==> src/rtl/fetch_queue.sv <==
// Registered instruction fetch front end: owns the fetch PC, issues 1-cycle-latency
// memory reads, and buffers {pc, instr} pairs in a small FIFO toward decode.
module fetch_queue #(
    parameter int          DEPTH    = 4,
    parameter logic [31:0] RESET_PC = 32'h0000_0000
) (
    input  logic        clk,
    input  logic        reset,
    input  logic        redirect_valid,
    input  logic [31:0] redirect_pc,
    output logic        imem_req_valid,
    output logic [31:0] imem_req_addr,
    input  logic        imem_resp_valid,
    input  logic [31:0] imem_resp_data,
    output logic        valid_out,
    output logic [31:0] pc_out,
    output logic [31:0] instr_out,
    input  logic        ready_in
);

    localparam int AW = $clog2(DEPTH);
    localparam int CW = AW + 1;
    localparam logic [CW:0]   DEPTH_L = DEPTH[CW:0];
    localparam logic [AW-1:0] PTR_ONE = 1;
    localparam logic [CW-1:0] CNT_ONE = 1;

    logic [31:0]   pc_reg;
    logic          inflight;
    logic [31:0]   inflight_pc;
    logic          stale;
    logic [AW-1:0] head;
    logic [AW-1:0] tail;
    logic [CW-1:0] count;

    logic [31:0] pc_mem    [DEPTH];
    logic [31:0] instr_mem [DEPTH];

    logic [CW:0] credit_used;
    logic        issue;
    logic        enq;
    logic        deq;

    // Credit counts the in-flight read as occupied so a response always has a free slot.
    assign credit_used = {1'b0, count} + {{CW{1'b0}}, inflight};
    assign issue       = !reset && !redirect_valid && (credit_used < DEPTH_L);
    assign enq         = imem_resp_valid && inflight && !stale && !redirect_valid;
    assign deq         = valid_out && ready_in;

    assign imem_req_valid = issue;
    assign imem_req_addr  = pc_reg;

    assign valid_out = (count != '0);
    assign pc_out    = valid_out ? pc_mem[head]    : 32'h0;
    assign instr_out = valid_out ? instr_mem[head] : 32'h0;

    // NOTE: state registers use non-blocking assignments so every update in this
    // block sees the pre-edge values of its neighbours, matching the hardware.
    always_ff @(posedge clk or posedge reset) begin
        if (reset) begin
            pc_reg      <= RESET_PC;
            inflight    <= 1'b0;
            inflight_pc <= 32'h0;
            stale       <= 1'b0;
            head        <= '0;
            tail        <= '0;
            count       <= '0;
        end else if (redirect_valid) begin
            pc_reg   <= redirect_pc & ~32'h3;
            inflight <= 1'b0;
            stale    <= 1'b0;
            head     <= '0;
            tail     <= '0;
            count    <= '0;
        end else begin
            if (issue) begin
                pc_reg      <= pc_reg + 32'd4;
                inflight    <= 1'b1;
                inflight_pc <= pc_reg;
            end else begin
                inflight <= 1'b0;
            end
            if (enq) tail <= tail + PTR_ONE;
            if (deq) head <= head + PTR_ONE;
            if (enq && !deq)      count <= count + CNT_ONE;
            else if (!enq && deq) count <= count - CNT_ONE;
        end
    end

    // NOTE: the storage array has no reset; an entry is only observable once
    // count covers it, and the output mux forces zeros while the FIFO is empty.
    always_ff @(posedge clk) begin
        if (enq) begin
            pc_mem[tail]    <= inflight_pc;
            instr_mem[tail] <= imem_resp_data;
        end
    end

    resp_has_request: assert property (@(posedge clk) disable iff (reset)
        imem_resp_valid |-> inflight);

    enq_never_full: assert property (@(posedge clk) disable iff (reset)
        enq |-> ({1'b0, count} < DEPTH_L));

endmodule

==> config.mk <==
export PLATFORM = sky130hd
export DESIGN_NAME = fetch_queue
export DESIGN_NICKNAME = d
export VERILOG_FILES = /design/src/rtl/fetch_queue.sv
export SDC_FILE = /design/constraint.sdc
export NUM_CORES = 1
export LEC_CHECK = 0
export ABC_AREA = 1
export CORE_UTILIZATION = 60
export CTS_BUF_LIST = sky130_fd_sc_hd__clkbuf_16
export CTS_CLUSTER_DIAMETER = 80
export DETAILED_ROUTE_END_ITERATION = 7
export DONT_BUFFER_PORTS = 1
export PLACE_DENSITY_LB_ADDON = 0.12
export SLEW_MARGIN = 15
export SYNTH_ARGS = -nofsm -noshare
export SYNTH_HDL_FRONTEND = slang
export SYNTH_SLANG_ARGS = --single-unit
==> constraint.sdc <==
create_clock -name clk -period 10.45 [get_ports clk]
set_input_delay 2.09 -clock clk [delete_from_list [all_inputs] [get_ports clk]]
set_output_delay 2.09 -clock clk [all_outputs]
set_load 0.02 [all_outputs]
Word-level counts from Yosys, hierarchy flattened
Memories as Yosys holds them, arrays and structs flattened.
Index checks and enable logic that the tools add are counted.
{ "totals": {"output_inout_bits": 98, "register_bits": 72, "word_cells": 48, "ramBits": 256, "memories": 2} }
{ "classes": {"order_cmp": 1, "mux": 15, "reduce_logical": 17, "n_bitwise": 1, "addsub": 6} }
{ "memory_table": {"columns": ["name", "words", "word_bits", "rd", "rd_ports_with_merged_regs", "write_ports", "line_no", "text"], "rows": [
  ["instr_mem", 4, 32, 1, 0, 1, "36", "logic [31:0] instr_mem [DEPTH];"],
  ["pc_mem", 4, 32, 1, 0, 1, "35", "logic [31:0] pc_mem [DEPTH];"]
]} }
{ "op_table": {"columns": ["operator", "n"], "rows": [
  ["$mux 32", 4],
  ["$add 32x3->32 const B", 1],
  ["$mux 3", 3],
  ["$mux 2", 4],
  ["$logic_and 1x1->1", 7],
  ["$reduce_bool 2->1", 3],
  ["$reduce_bool 3->1", 2],
  ["$add 2x1->2 const B", 2],
  ["$add 3x1->4", 1],
  ["$logic_not 1->1", 4],
  ["$lt 4x3->1 const B", 1],
  ["$mux 1", 4],
  ["$add 3x1->3 const B", 1],
  ["$sub 3x1->3 const B", 1],
  ["$reduce_and 2->1", 1],
  ["$not 1->1", 1]
]} }

Longest topological paths before layout
Gate-level depths: netlist of run 1.
{ "depth": {"ltp_word": 7, "ltp_mapped": 11} }

Worst setup path before layout of run 1
Ideal clock, no wire load.
{ "synth_path": {"path_kind": "input to output", "startpoint": "input reset", "endpoint": "output imem_req_valid", "path_buffers": 2, "setup_slack_ns": 4.000, "cell_stages": 5, "arrival_time_ns": 4.360, "cell_sequence": "inv_1 > nand3_2 > buf_4 > buf_2 > inv_1"} }
{ "synth_between": {"elab_chain_len": 3} }
{ "synth_lines": {"columns": ["item", "line_no", "text"], "rows": [
  ["start: declaration", "8", "input logic reset,"],
  ["$logic_not 1->1 (no source line)", null, null],
  ["$logic_and 1x1->1 (2 in series)", "45", "assign issue = !reset && !redirect_valid && (credit_used < DEPTH_L);"],
  ["end: declaration", "11", "output logic imem_req_valid,"]
]} }
No other way between the ends.

Worst setup path after layout of run 1
Same ends and word-level chain as after synthesis.

==> results of run 1 <==
==> worst register-to-register path, delay by kind of cell (launching register included) <==
family	cells	cell delay, ns
AOI/OAI and AO/OA	1	0.10
and+or+nand+nor	3	0.50
buffers and inverters	2	1.06
DFF	1	0.39
==> cells in the mapped netlist (2+ instances only) <==
library cell,number
inv_1,50
nand2_1,113
inv_2,6
nor2_1,316
nand3_1,53
a21oi_1,66
buf_2,16
clkbuf_1,21
clkbuf_2,10
a22oi_1,22
nand2_2,6
o21ai_1,20
nand3_2,4
o211ai_1,5
nor2_2,6
ha_1,5
dfrtp_1,68
xor2_1,2
nor2_4,3
o21ai_0,138
buf_4,18
edfxtp_1,248
nand4_1,8
==> cells by family (layout without fill, tap and decap cells) <==
| logic type | count (synthesis) | count (layout) | share of synthesized area (%) |
|---|---|---|---|
| XOR/XNOR | 3 | 3 | 0.197 |
| flip-flops | 316 | 316 | 68.7 |
| AO/OA/AOI/OAI | 255 | 255 | 10.2 |
| adder cells (fa/ha/maj) | 6 | 6 | 0.620 |
| buffers and inverters | 124 | 122 | 4.32 |
| AND/OR/NAND/NOR | 513 | 513 | 15.9 |
| other | 1 | 4 | 0.0282 |
==> flip-flops by register name, indices dropped and copies added, names as in the netlist <==
signal and flops:
inflight_pc 30, inflight 1, head 2, imem_req_addr 30
pc_mem 120, count 3, tail 2, instr_mem 128
==> power by group <==
group | switching (uW) | internal [uW] | total (uW)
sequential | 160 | 1520 | 1680
clock | 433 | 580 | 1010
combinational | 660 | 185 | 845
total | 1250 | 2280 | 3530
==> metrics by stage <==
stage	cells	hold WS [ns]
floorplan	1221	0.476
global placement	1445	0.494
detailed placement	1445	0.504
CTS	1499	0.520
global route	1499	0.533
finish	1499	0.517
==> metal layers <==
layer  up-vias  track usage (%)  share of wire, %
li1       4146                -                 -
met1      4062             33.9                43
met2       301             38.7                48
met3        21             4.70               8.0
met4         0             4.90              0.87
met5         -                0                 0
==> worst paths after layout <==
path | from | to | slack, ns | cells after the start
max | reset | imem_req_valid | 4.84 | 5
min | inflight_pc[28]$_DFFE_PP0P_ | pc_mem[2][28]$_DFFE_PP_ | 0.52 | 0
max reg2reg | inflight$_DFF_PP0_ | imem_req_addr[18]$_DFFE_PP0P_ | 8.28 | 6
min reg2reg | inflight_pc[28]$_DFFE_PP0P_ | pc_mem[2][28]$_DFFE_PP_ | 0.52 | 0
max in group asynchronous | reset | head[0]$_DFFE_PP0P_ | 8.11 | 2
min in group asynchronous | reset | count[2]$_DFFE_PP0P_ | 1.68 | 2
==> cell usage in the layout, fill, tap and decap left out, types with 22 or more instances in the layout <==
master	n
a21oi_1	66
a22oi_1	22
clkbuf_16	31
dfrtp_1	66
edfxtp_1	248
inv_1	57
nand2_1	113
nand3_1	53
nor2_1	312
o21ai_0	138
==> layout make-up <==
type / count / area, sq um
sequential: 316 / 9150
timing repair buffer: 11 / 86.3
clock inverter: 23 / 149
inverter: 57 / 216
multi-input combinational: 781 / 3630
clock buffer: 31 / 776
fill: 1649 / 7400
tap: 280 / 350
==> run summary, run 1 <==
===========================================================================
Status ....................................................... finished, final reports clean
Achievable clock frequency ...................................    0.178 GHz
Flip-flop and latch count after synthesis ....................          316
Clock tree from TritonCTS ....................................         done
Proportion of synthesized chip area in sequential cells ......        68.7%
Root buffer cell .............................................    clkbuf_16
Number of setup buffers added after CTS ......................            0
Number of global-route vias before repair ....................         7911
Pin count of the biggest net entering global routing .........          115
Ys Warns .....................................................            0
Clock buffer count from CTS ..................................           30
Number of top-level design ports .............................          167
Post-synth EDFFs .............................................          248
Setup WS pre-CTS .............................................      4.75 ns
Cell family contributing the most delay on the critical path . buffers and inverters
Peak supply drop .............................................       145 uV
Area growth from synthesis to layout .........................        7.88%
Port-buffer cells ............................................            0
Post-route setup TNS .........................................         0 ns
Worst path arrival time ......................................      3.52 ns
Data required time at the worst endpoint .....................      8.36 ns
Cells taking the most area after synthesis ................... edfxtp_1, dfrtp_1, nor2_1
Overall global routing resource usage ........................        23.9%
Max-capacitance violation count ..............................            0
Share of flip-flops with an asynchronous set or reset ........        21.5%
Maximum root-to-sink buffer count ............................            3
Synthesized area divided by synthesized cell count ...........   10.9 sq um
Worst Tran Pin Value .........................................     0.984 ns
Std-Cell Rows ................................................           54
Antenna violations before repair .............................            0
Number of instances in the synthesized netlist ...............         1218
CP max FO ....................................................           69
Detailed router's first-iteration violation count ............          468
Clock tree sinks .............................................          316
Remaining design rule violation count ........................            0
Predominant post-synthesis flop cell .........................     edfxtp_1
Diode count ..................................................            0
Drt pass-1 iters .............................................            5
Number of hold violations in the final report ................            0
Final number of max-transition violations ....................            0
Post-synth design cell area ..................................  13300 sq um
Post-Route Skew ..............................................    0.0174 ns
Total core area ..............................................  21800 sq um
Quantity of hold-fixing buffers added after cts ..............            0
Fraction of layout cells with a size suffix above 1 ..........        7.05%
Crit start category ..........................................    input pin
Worst slew slack as a fraction of its limit ..................        34.4%
Worst path buffer plus inverter count ........................            4
RSZ-0062 raised after global routing .........................           no
Time the worst path needs with I/O delays and setup ..........      5.61 ns
Die height ...................................................       151 um
Critical path start-end classification .......................       in2out
Quantity of gates resized following cts ......................            0
Drt total wl .................................................     27200 um
Delay of the slowest cell on the worst path ..................      0.65 ns
Synth top area share .........................................        55.9%
Wire length per cell after detailed routing ..................      18.2 um
Via-to-Cell Ratio ............................................         5.69
Vias after detailed routing ..................................         8530
Series of cell instances along the critical path ............. inv_2 -> buf_4 -> nand3_2 -> buf_4 -> inv_1
Wire length of the first global-routing pass .................     41800 um
Effective utilization at floorplan ...........................        61.2%
Overall Power ................................................      3530 uW
Library cell with the largest summed area after synthesis ....     edfxtp_1
Clock transition at the registers of the reported paths ......      0.06 ns
Final GP Congestion ..........................................        0.910
H-tree lvl count .............................................            1
Most prevalent standard cell on the critical path ............        buf_4
Area post-placement ..........................................  13400 sq um
Kind of end point of the critical path ....................... primary output
Global route overflow ........................................            0
Fin area .....................................................  14400 sq um
Setup ws final ...............................................      4.84 ns
Count of cell types in the netlist ...........................           37
Die area .....................................................  22800 sq um
Final-stage net count ........................................         1272
Share of the clock period used by the worst path .............        53.7%
Overall die width ............................................       151 um
Detailed placer's ending HPWL ................................     15200 um
Clock latency on the worst-skew pair .........................      0.54 ns
Min-delay worst type .........................................      reg2reg
Leakage power figure .........................................   0.00525 uW
Final number of setup-violating endpoints ....................            0
Power Density ................................................  246 nW/um^2
Final Core Density ...........................................        66.0%
Antenna Nets Post-Route ......................................            0
Critical Path Slowest Stage Cell .............................        buf_4
===========================================================================
Power figures use the tool's default switching activity.
==> run 2, diff against run 1 <==
==> constraint.sdc (replaced) <==
create_clock -name clk -period 5.4 [get_ports clk]
set_input_delay 1.08 -clock clk [delete_from_list [all_inputs] [get_ports clk]]
set_output_delay 1.08 -clock clk [all_outputs]
set_load 0.02 [all_outputs]
==> run summary, run 2 (synthesis results as in run 1) <==
======================================================================
Status .................................................. finished, final reports clean
Critical path start-end classification ..................      reg2out
Startpoint of the worst hold path ....................... inflight_pc[10]$_DFFE_PP0P_
Detailed router's first-iteration violation count .......          492   +5.1%
Effective utilization at floorplan ......................        61.2%   unchanged
Drt pass-1 iters ........................................            5   unchanged
Quantity of gates resized following cts .................            0   unchanged
Post-Route Skew .........................................    0.0227 ns   +0.00527 ns
Final-stage net count ...................................         1273   +0.079%
Root buffer cell ........................................    clkbuf_16
Antenna Nets Post-Route .................................            0   unchanged
R2R Path Start .......................................... inflight$_DFF_PP0_
CP max FO ...............................................           76   +10%
Fin area ................................................  14500 sq um   +0.65%
RR Endpoint ............................................. instr_mem[0][10]$_DFFE_PP_
Max-capacitance violation count .........................            0   unchanged
Wire length of the first global-routing pass ............     42200 um   +0.97%
Number of hold violations in the final report ...........            0   unchanged
Worst slew slack as a fraction of its limit .............        34.5%   +0.12 points
Overall die width .......................................       151 um   unchanged
Antenna violations before repair ........................            0   unchanged
Clock transition at the registers of the reported paths .      0.06 ns   about the same
Clock latency on the worst-skew pair ....................      0.55 ns   about the same
Capture point of the critical path ......................   pc_out[31]
Power Density ...........................................  485 nW/um^2   +97%
Clock tree sinks ........................................          316   unchanged
Wire length per cell after detailed routing .............      18.3 um   +0.85%
Detailed placer's ending HPWL ...........................     15900 um   +4.8%
Worst path arrival time .................................      3.05 ns   -0.47 ns
Final number of setup-violating endpoints ...............            0   unchanged
Clock buffer count from CTS .............................           31   +3.3%
Min-delay worst type ....................................      reg2reg
Most common cell after layout, fill and taps aside ......       nor2_1
Post-route setup TNS ....................................         0 ns   unchanged
Clock tree from TritonCTS ...............................         done
H-tree lvl count ........................................            1   unchanged
RSZ-0062 raised after global routing ....................           no
Total core area .........................................  21800 sq um   unchanged
Worst reg2reg path depth ................................            3   -3
Area growth from synthesis to layout ....................        8.58%
Largest registers ....................................... instr_mem x128, pc_mem x120
Register name with the most flops .......................    instr_mem
Worst reg2reg setup slack ...............................      3.01 ns   -5.27 ns
Number of top-level design ports ........................          167   unchanged
Final GP Congestion .....................................        0.880   -3.4%
Via-to-Cell Ratio .......................................         5.68   -0.18%
Data required time at the worst endpoint ................      4.32 ns   -4.04 ns
Fraction of layout cells with a size suffix above 1 .....        7.37%   +0.32 points
Vias after detailed routing .............................         8526   -0.047%
Drt total wl ............................................     27500 um   +0.98%
Die height ..............................................       151 um   unchanged
Share of the clock period used by the worst path ........        76.5%
Time the worst path needs with I/O delays and setup .....      4.13 ns
Diode count .............................................            0   unchanged
Leakage power figure ....................................   0.00529 uW   +0.78%
Kind of end point of the critical path .................. primary output
Number of global-route vias before repair ...............         8099   +2.4%
Most frequent cells in the layout ....................... nor2_1, edfxtp_1, o21ai_0
Die area ................................................  22800 sq um   unchanged
Global route overflow ...................................            0   unchanged
Pin count of the biggest net entering global routing ....           77   -33%
Overall global routing resource usage ...................        24.2%   +0.33 points
Number of setup buffers added after CTS .................            0   unchanged
Area post-placement .....................................  13400 sq um   about the same
Launch point of the worst path .......................... head[0]$_DFFE_PP0P_
Maximum root-to-sink buffer count .......................            3   unchanged
Achievable clock frequency ..............................    0.242 GHz
Worst Tran Pin Value ....................................     0.983 ns   -0.00181 ns
Crit start category .....................................         flop
Std-Cell Rows ...........................................           54   unchanged
Final number of max-transition violations ...............            0   unchanged
Quantity of hold-fixing buffers added after cts .........            0   unchanged
Remaining design rule violation count ...................            0   unchanged
Port-buffer cells .......................................            0   unchanged
Largest register FFs ....................................          128   unchanged
Peak supply drop ........................................       302 uV   +110%
======================================================================
-- run 2: cell types whose count changed in the layout (fill, tap and decap cells not counted) --
cell | before | now
buf_6 | 1 | 0
bufinv_16 | 2 | 5
inv_1 | 57 | 54
clkinv_2 | 5 | 7
buf_12 | 0 | 1
clkinv_1 | 7 | 8
clkinvlp_4 | 1 | 0
-- run 2: power breakdown --
part	leakage [uW]	total (uW)	internal (uW)	switching [uW]
combinational	0.00170	1610	365	1240
clock	0.000519	2120	1270	847
sequential	0.00308	3290	2930	356
total	0.00529	7010	4570	2450
-- run 2: through the flow --
step	total power (uW)	setup WS (ns)	std cells	hold slack [ns]	utilization, %
floorplan	4570	0.892	1221	0.476	-
global placement	4910	1.84	1445	0.497	61.8
detailed placement	4950	1.82	1445	0.499	61.8
CTS	7060	1.24	1501	0.516	66.4
global route	7360	1.08	1501	0.532	66.4
finish	7010	1.27	1501	0.518	66.4
-- run 2: per-layer routing --
| layer | track usage (%) | wire length (um) | vias to the layer above |
|---|---|---|---|
| met4 | 6.85 | 523 | 0 |
| met1 | 32.5 | 11700 | 4046 |
| met2 | 40.5 | 13300 | 285 |
| met3 | 4.70 | 2020 | 37 |
| li1 | - | - | 4158 |
| met5 | 0 | 0 | - |
-- run 2: how the worst min path moves through the flow --
stage	end	slack [ns]	depth (start not counted)
6_report	pc_mem[3][10]$_DFFE_PP_	0.52	0
5_1_grt	pc_mem[1][8]$_DFFE_PP_	0.53	0
4_1_cts	pc_mem[0][10]$_DFFE_PP_	0.52	0
3_5_place_dp	pc_mem[1][10]$_DFFE_PP_	0.50	0
3_3_place_gp	pc_mem[2][15]$_DFFE_PP_	0.50	0
2_1_floorplan	pc_mem[0][10]$_DFFE_PP_	0.48	0
-- run 2: layout make-up --
cell class	instances	area [sq um]
clock buffer	31	776
tap	280	350
sequential	316	9150
fill	1674	7300
multi-input combinational	781	3630
timing repair buffer	11	95.1
clock inverter	25	234
inverter	57	216
-- run 2: worst max-delay path, cell delays in order, from the launching register on --
cell and delay [ns]:
dfrtp_4 0.71, inv_2 0.70, buf_12 0.36, o21ai_0 0.14, a21oi_1 0.55
==> run 3, diff against run 2 <==
==> constraint.sdc (replaced) <==
create_clock -name clk -period 3.8 [get_ports clk]
set_input_delay 0.76 -clock clk [delete_from_list [all_inputs] [get_ports clk]]
set_output_delay 0.76 -clock clk [all_outputs]
set_load 0.02 [all_outputs]
==> run summary, run 3 (synthesis results as in run 1) <==
======================================================================
Most prevalent standard cell on the critical path .......       nor2_1
Fraction of layout cells with a size suffix above 1 .....        11.4%   +4.0 points
Overall global routing resource usage ...................        24.7%   +0.43 points
Drt pass-1 iters ........................................            5   unchanged
Quantity of hold-fixing buffers added after cts .........            0   unchanged
Most common cell after layout, fill and taps aside ......       nor2_1
Power Density ...........................................  697 nW/um^2   +44%
Effective utilization at floorplan ......................        61.2%   unchanged
H-tree lvl count ........................................            2   +1
Root buffer cell ........................................    clkbuf_16
Final GP Congestion .....................................        0.884   +0.51%
Antenna Nets Post-Route .................................            0   unchanged
Register name with the most flops .......................    instr_mem
Capture point of the critical path ...................... instr_out[23]
Largest registers ....................................... instr_mem x128, pc_mem x120
Crit start category .....................................         flop
Final instance count without filler cells ...............         1564   +4.2%
Delay of the slowest cell on the worst path .............      0.69 ns   -0.02 ns
Overall Power ...........................................     10500 uW   +49%
Clock buffer count from CTS .............................           34   +9.7%
Worst reg2reg setup slack ...............................      1.93 ns   -1.08 ns
Global route overflow ...................................            0   unchanged
CP max FO ...............................................           90   +18%
Fin area ................................................  15000 sq um   +3.8%
Most utilized layer in the global route result ..........         met2
Clock transition at the registers of the reported paths .      0.06 ns   about the same
Layout filler cell count ................................         1585   -5.3%
Series of cell instances along the critical path ........ buf_12 -> nor2_1 -> nor2_1 -> o21ai_0 -> a21oi_1
Number of top-level design ports ........................          167   unchanged
Detailed placer's ending HPWL ...........................     15500 um   -2.8%
Std-Cell Rows ...........................................           54   unchanged
Die area ................................................  22800 sq um   unchanged
Most frequent cells in the layout ....................... nor2_1, edfxtp_1, o21ai_0
RR Endpoint ............................................. imem_req_addr[4]$_DFFE_PP0P_
Final number of max-transition violations ...............            0   unchanged
Worst Hold Margin .......................................     0.313 ns   -0.205 ns
Kind of end point of the critical path .................. primary output
Worst path arrival time .................................      2.36 ns   -0.69 ns
Worst reg2reg path depth ................................            5   +2
Number of hold violations in the final report ...........            0   unchanged
Diode count .............................................            0   unchanged
R2R Path Start .......................................... inflight$_DFF_PP0_
Number of setup buffers added after CTS .................            0   unchanged
Area growth from synthesis to layout ....................        12.7%
Number of placed instances with taps included ...........         1505   +4.2%
Min-delay worst type ....................................       in2reg
Quantity of gates resized following cts .................            0   unchanged
Pin count of the biggest net entering global routing ....           91   +18%
Final number of setup-violating endpoints ...............            0   unchanged
Clock tree sinks ........................................          316   unchanged
Wire length per cell after detailed routing .............      17.7 um   -3.2%
Clock latency on the worst-skew pair ....................      0.50 ns   -0.05 ns
Vias after detailed routing .............................         8839   +3.7%
Final-stage net count ...................................         1336   +4.9%
Grt met2 use ............................................        40.7%   +0.25 points
Largest register FFs ....................................          128   unchanged
Fraction of met3 tracks used by global routing ..........        5.24%   +0.54 points
Max-capacitance violation count .........................            0   unchanged
Met1 track demand over resource in global routing .......        32.7%   +0.19 points
Maximum root-to-sink buffer count .......................            3   unchanged
Post-route setup TNS ....................................         0 ns   unchanged
Area post-placement .....................................  14000 sq um   +4.0%
Overall die width .......................................       151 um   unchanged
Number of global-route vias before repair ...............         8443   +4.2%
Port-buffer cells .......................................            0   unchanged
Launch point of the worst path .......................... head[0]$_DFFE_PP0P_
Die height ..............................................       151 um   unchanged
Critical Path Slowest Stage Cell ........................      dfrtp_4
Achievable clock frequency ..............................    0.321 GHz
Wire length of the first global-routing pass ............     42800 um   +1.6%
RSZ-0062 raised after global routing ....................           no
Leakage power figure ....................................   0.00565 uW   +6.7%
Detailed router's first-iteration violation count .......          568   +15%
Critical path start-end classification ..................      reg2out
Share of the clock period used by the worst path ........        82.0%
Worst slew slack as a fraction of its limit .............        38.6%   +4.1 points
Remaining design rule violation count ...................            0   unchanged
Data required time at the worst endpoint ................      3.04 ns   -1.28 ns
Clock tree from TritonCTS ...............................         done
Drt total wl ............................................     27800 um   +0.88%
Total core area .........................................  21800 sq um   unchanged
Antenna violations before repair ........................            0   unchanged
Status .................................................. finished, final reports clean
Worst Tran Pin Value ....................................     0.921 ns   -0.0618 ns
Peak supply drop ........................................       485 uV   +61%
Via-to-Cell Ratio .......................................         5.65   -0.50%
Time the worst path needs with I/O delays and setup .....      3.12 ns
Post-Route Skew .........................................    0.0119 ns   -0.0108 ns
======================================================================
-- run 3: cell count changes in the layout (fill, tap and decap cells not counted), sizes merged --
| cell | change |
|---|---|
| clkbuf | +6 |
| bufinv | -5 |
| inv | +6 |
| buf | +60 |
| clkinv | -4 |
-- run 3: worst min-delay path by stage --
stage,cells past startpoint,startpoint,slack (ns),end
finish,1,redirect_valid,0.31,head[1]$_DFFE_PP0P_
global route,1,redirect_valid,0.31,head[1]$_DFFE_PP0P_
CTS,1,redirect_valid,0.29,head[1]$_DFFE_PP0P_
detailed placement,0,inflight_pc[25]$_DFFE_PP0P_,0.50,pc_mem[2][25]$_DFFE_PP_
global placement,0,inflight_pc[25]$_DFFE_PP0P_,0.50,pc_mem[0][25]$_DFFE_PP_
floorplan,0,inflight_pc[10]$_DFFE_PP0P_,0.48,pc_mem[0][10]$_DFFE_PP_
-- run 3: where the power goes --
| group | switching, uW | total (uW) | internal, uW | leakage (uW) |
|---|---|---|---|---|
| clock network | 1230 | 2970 | 1740 | 0.000535 |
| logic | 1870 | 2840 | 966 | 0.00204 |
| registers | 480 | 4650 | 4170 | 0.00308 |
| total | 3580 | 10500 | 6880 | 0.00565 |
-- run 3: critical path: cells and delay by family (launching register included) --
kind	cells	cell delay [ns]
DFF	1	0.69
AOI/OAI and AO/OA	2	0.52
buffers and inverters	1	0.40
and+or+nand+nor	2	0.19
-- run 3: through the flow --
stage,utilization [%],worst slack (ns)
floorplan,-,-0.388
global placement,64.3,1.24
detailed placement,64.3,1.21
CTS,68.9,0.667
global route,68.9,0.470
finish,68.9,0.684
-- run 3: layer usage --
layer,up-vias,part of all wire [%]
li1,4280,-
met1,4244,42
met2,266,48
met3,49,7.2
met4,0,2.3
met5,-,0
-- run 3: cell type report --
cell class	count	area, sq um	area share [%]
well taps	280	350	2.34
repair buffers	71	633	4.22
clock inverters	22	91.3	0.609
inverters	57	216	1.44
multi-input cells	781	3630	24.2
clock buffers	37	926	6.17
flip-flops and latches	316	9150	61.0
